File: src/rtl/uart_tx_arbiter_pkg.sv
// uart_tx_arbiter_pkg: state encoding, byte width and sizing helper shared by the UART transmit arbiter
package uart_tx_arbiter_pkg;

    localparam int UART_BYTE_W = 8;

    typedef enum logic [4:0] {
        IDLE       = 5'b00001,
        ISSUE      = 5'b00010,
        WAIT_START = 5'b00100,
        WAIT_DONE  = 5'b01000,
        RELEASE    = 5'b10000
    } arb_state_e;

    function automatic int clog2(input int n);
        int r;
        r = 0;
        while ((1 << r) < n) r++;
        return r;
    endfunction

endpackage

File: src/rtl/uart_tx_arbiter_rr_pick.sv
// rr_pick: round-robin priority encoder, first asserted request at or above rr with wrap-around
module rr_pick #(
    parameter int N = 4,
    parameter int W = 2
) (
    input  logic [N-1:0] req,
    input  logic [W-1:0] rr,
    output logic [W-1:0] idx,
    output logic         any
);

    always_comb begin
        int s;
        logic [W-1:0] j;
        idx = '0;
        for (int k = N - 1; k >= 0; k--) begin
            s = int'(rr) + k;
            s = (s >= N) ? s - N : s;
            j = W'(s);
            idx = req[j] ? j : idx;
        end
    end

    assign any = |req;

endmodule

File: src/rtl/uart_tx_arbiter.sv
// uart_tx_arbiter: round-robin packet arbiter sharing one UART_Tx among NUM_REQ byte requesters
module uart_tx_arbiter
    import uart_tx_arbiter_pkg::*;
#(
    parameter  int NUM_REQ        = 4,
    parameter  int TIMEOUT_CYCLES = 16,
    localparam int IW             = clog2(NUM_REQ)
) (
    input  logic                           clk,
    input  logic                           rst,
    input  logic [NUM_REQ-1:0]             req_valid,
    input  logic [UART_BYTE_W*NUM_REQ-1:0] req_data,
    input  logic [NUM_REQ-1:0]             req_last,
    output logic [NUM_REQ-1:0]             req_ready,
    output logic                           uart_data_en,
    output logic [UART_BYTE_W-1:0]         uart_data,
    input  logic                           uart_tx_en,
    input  logic                           uart_tx_done,
    output logic [IW-1:0]                  grant_id,
    output logic                           busy,
    output logic                           err_timeout
);

    localparam int CW = clog2(TIMEOUT_CYCLES + 1);

    arb_state_e             state, state_n;
    logic [IW-1:0]          rr, rr_n, grant_n, pick_idx, sel, grant_inc;
    logic                   pick_any, go, lock, lock_n, err_n, data_en_n;
    logic [CW-1:0]          cnt, cnt_n;
    logic [NUM_REQ-1:0]     ready_n;
    logic [UART_BYTE_W-1:0] data_n;

    rr_pick #(.N(NUM_REQ), .W(IW)) u_pick (
        .req(req_valid),
        .rr (rr),
        .idx(pick_idx),
        .any(pick_any)
    );

    // A locked packet ignores every requester except the current owner
    assign sel       = lock ? grant_id : pick_idx;
    assign go        = lock ? req_valid[grant_id] : pick_any;
    assign grant_inc = (grant_id == IW'(NUM_REQ - 1)) ? '0 : grant_id + IW'(1);

    always_comb begin
        state_n   = state;
        rr_n      = rr;
        lock_n    = lock;
        cnt_n     = cnt;
        grant_n   = grant_id;
        err_n     = err_timeout;
        data_en_n = 1'b0;
        ready_n   = '0;
        data_n    = uart_data;
        case (state)
            IDLE: if (go) begin
                state_n   = ISSUE;
                grant_n   = sel;
                data_en_n = 1'b1;
                ready_n   = NUM_REQ'(1) << sel;
                data_n    = req_data[sel*UART_BYTE_W +: UART_BYTE_W];
            end
            ISSUE: begin
                lock_n  = ~req_last[grant_id];
                cnt_n   = '0;
                state_n = WAIT_START;
            end
            WAIT_START: if (uart_tx_en) begin
                state_n = WAIT_DONE;
            end else begin
                cnt_n = cnt + CW'(1);
                if (cnt_n == CW'(TIMEOUT_CYCLES)) begin
                    err_n   = 1'b1;
                    lock_n  = 1'b0;
                    rr_n    = grant_inc;
                    state_n = IDLE;
                end
            end
            WAIT_DONE: state_n = uart_tx_done ? RELEASE : WAIT_DONE;
            RELEASE: if (!uart_tx_done) begin
                state_n = IDLE;
                rr_n    = lock ? rr : grant_inc;
            end
            default: state_n = IDLE;
        endcase
    end

    always_ff @(posedge clk) begin
        if (rst) begin
            state        <= IDLE;
            rr           <= '0;
            lock         <= 1'b0;
            cnt          <= '0;
            grant_id     <= '0;
            err_timeout  <= 1'b0;
            uart_data_en <= 1'b0;
            req_ready    <= '0;
            uart_data    <= '0;
            busy         <= 1'b0;
        end else begin
            state        <= state_n;
            rr           <= rr_n;
            lock         <= lock_n;
            cnt          <= cnt_n;
            grant_id     <= grant_n;
            err_timeout  <= err_n;
            uart_data_en <= data_en_n;
            req_ready    <= ready_n;
            uart_data    <= data_n;
            busy         <= state_n != IDLE;
        end
    end

endmodule
File: config.mk
export PLATFORM = sky130hd
export DESIGN_NAME = uart_tx_arbiter
export DESIGN_NICKNAME = d
export VERILOG_FILES = /design/src/rtl/uart_tx_arbiter_pkg.sv /design/src/rtl/uart_tx_arbiter_rr_pick.sv /design/src/rtl/uart_tx_arbiter.sv
export SDC_FILE = /design/constraint.sdc
export NUM_CORES = 1
export LEC_CHECK = 0
export CAP_MARGIN = 25
export CELL_PAD_IN_SITES_DETAIL_PLACEMENT = 1
export CELL_PAD_IN_SITES_GLOBAL_PLACEMENT = 1
export CORE_UTILIZATION = 35
export DETAILED_ROUTE_END_ITERATION = 7
export PLACE_DENSITY_LB_ADDON = 0.1
export SYNTH_ARGS = -nofsm -noshare
export SYNTH_HDL_FRONTEND = slang
export SYNTH_SLANG_ARGS = --single-unit
File: constraint.sdc
create_clock -name clk -period 4.4 [get_ports clk]
set_input_delay 1.32 -clock clk [delete_from_list [all_inputs] [get_ports clk]]
set_output_delay 1.32 -clock clk [all_outputs]
set_load 0.1 [all_outputs]
==> results by group <==
Route
  – First-pass DRT Iterations: 4
  – Vias per std cell: 5.53
  – Remaining antenna violation count: 0
  – WL/cell: 16.3 µm
  – DRT iter0 DRCs: 51
  – Via count: 1,636
  – Routed Wire Length: 4.83 mm
  – DRC errors left: 0

Synthesis
  – Gate Count Post-Synth: 188
  – Ys async rst share: 0%
  – Yosys warns: 0
  – Register area share after synthesis: 35.3%
  – Synth Flop Type: dfxtp_1
  – Unique masters post-synth: 44
  – Yosys reg bits: 30
  – Synthesized area per cell: 9.04 µm²
  – Syn Nets: 234
  – Synth Cell Area: 1700 µm²
  – Post-synth EDFFs: 0

Clocking
  – CTS Sinks: 30
  – CTS Buf Count: 5
  – Worst-Skew Late Latency: 280 ps
  – CTS tree: done
  – CTS H-Tree Depth: 2
  – Worst-path clk slew: 60 ps
  – Post-CTS setup repair buffer count: 0
  – Hold Buf Count CTS: 0
  – CTS Buffer Depth: 2
  – Post-CTS resize count: 0
  – Root Buffer: clkbuf_8

STA
  – Final setup fails: 0
  – Period Utilization, post-route: 80.1%
  – Relative slew slack: 32.4%
  – RSZ-0062 raised after global routing: no
  – Clock period minus worst slack: 3520 ps
  – Least-Margin Pin Slew: 1010 ps
  – Final hold violations: 0
  – Final Max Slew Viols: 0
  – FMAX: 0.284 GHz
  – Clock skew: 4.30 ps
  – Min Hold Slack: 472 ps
  – Fin Setup TNS: 0 ps

Floorplanning
  – Initial cell density of the core: 37.7%
  – FP Rows: 24
  – Chip Height: 71.7 µm
  – Die width: 71.7 µm
  – Die Area: 5140 µm²
  – Core area: 4500 µm²
  – I/O Pins: 61

Cells and area
  – Nets: 290
  – Layout cells sized above 1: 9.43%
  – Area of the multi-input gates: 1020 µm²
  – Commonest non-fill, non-tap cell in the layout: clkdlybuf4s50_1
  – Register Area: 601 µm²
  – Antenna cells: 0
  – Area grow syn2layout: 40.4%
  – Commonest cells after routing, fill and taps aside: clkdlybuf4s50_1, dfxtp_1, nor2_1
  – Fill cell count: 542

Placed design
  – PortBufs: 60
  – RD Place Congestion: 0.742
  – DP HPWL: 3.79 mm

Critical path
  – Startpoint Class: input pin
  – CP arrival: 3730 ps
  – Crit Path Category: in2reg
  – Maximum fanout along the worst path: 8
  – WP data required: 4600 ps
  – Endpoint type of the worst setup path: flop

Power and ir drop
  – PwrDens: 397 nW/µm²
  – Max IR drop VDD: 227 µV
  – Leak pwr: 0.837 nW

Run status
  – Status: complete, no violations

Global route
  – Antenna violations before repair: 0
  – Gr usage total: 20.4%
  – Vias in the first global route: 1,780
  – Residual overflow from global routing: 0
  – First-pass GRT wire length: 8.09 mm
  – Largest net degree at the start of global routing: 21

Run
  – MaxCap Viol Count: 0

Worst hold path
  – Min-delay worst type: reg2reg
-- logic make-up (layout without fill, tap and decap cells) --
kind of cell,after synthesis,after routing,synth area share [%]
buf+inv,16,72,5.01
mux,21,21,13.8
simple gates,71,71,21.9
compound gates,46,46,21.4
flops,30,30,35.3
fa+ha+maj,2,2,1.47
xor+xnor,2,2,1.03
-- area by class of cell --
type / instances / share of cell area (%)
multi-input combinational: 142 / 42.8
sequential: 30 / 25.2
inverter: 4 / 0.629
tap: 52 / 2.73
timing repair buffer: 61 / 25.5
clock buffer: 7 / 3.20
-- final timing paths --
check,endpoint,start,slack (ps),cells after the start
max reg2reg,uart_data[3]$_SDFFE_PP0P_,grant_id[1]$_SDFFE_PP0P_,1980,6
min,uart_data[4]$_SDFFE_PP0P_,uart_data[4]$_SDFFE_PP0P_,470,2
min reg2reg,uart_data[4]$_SDFFE_PP0P_,uart_data[4]$_SDFFE_PP0P_,470,2
max,uart_data[3]$_SDFFE_PP0P_,req_valid[1],880,7
-- metal layers --
metal / share of wire (%) / GRT usage (%) / vias up
met5: 0 / 0 / -
met1: 43 / 24.4 / 781
met3: 4.7 / 6.61 / 12
met2: 50 / 34.2 / 40
met4: 2.2 / 7.19 / 0
li1: - / - / 803
-- synthesized netlist by cell type, types with 3 or more instances --
cell | number | share of area [%]
a21oi_1 | 15 | 4.4
clkbuf_1 | 6 | 1.3
mux2i_1 | 19 | 11
nor2_1 | 22 | 4.9
o221ai_2 | 8 | 7.1
buf_6 | 3 | 2.0
nor2b_1 | 4 | 1.5
dfxtp_1 | 30 | 35
nand3b_1 | 3 | 1.3
nand2b_1 | 3 | 1.1
o21ai_0 | 5 | 1.5
inv_1 | 4 | 0.88
or3_1 | 4 | 1.5
nor3_1 | 4 | 1.2
nand2_1 | 18 | 4.0
a211oi_1 | 5 | 2.2
-- sequential cells by signal, indices dropped and copies added, names as in the netlist --
| name | count |
|---|---|
| err_timeout | 1 |
| uart_data_en | 1 |
| grant_id | 2 |
| lock | 1 |
| state | 5 |
| req_ready | 4 |
| cnt | 5 |
| rr | 2 |
| busy | 1 |
| uart_data | 8 |
-- stage by stage --
step                cells  total power [mW]  cell area (µm²)  util [%]  setup slack [ps]
CTS                   296             0.955             2390      53.0               847
global placement      289             0.739             2310      51.3               723
finish                296             0.948             2390      53.0               878
detailed placement    289             0.747             2310      51.3               576
global route          296             0.992             2390      53.0               661
floorplan             188             0.635             1700         -              1530
-- worst max-delay path, cell delays in order --
cell and delay (ps):
clkdlybuf4s50_1 500, or4_1 550, a21oi_1 280, nand2b_1 310, nor2b_1 520, nand2_1 150
o221ai_2 80
-- report_power, final --
part | internal, mW | leakage (nW) | switching [mW]
logic | 0.133 | 0.554 | 0.279
registers | 0.303 | 0.245 | 0.0253
clock network | 0.109 | 0.0383 | 0.0996
total | 0.544 | 0.837 | 0.404
No activity file was read; power rests on OpenSTA's default activity.
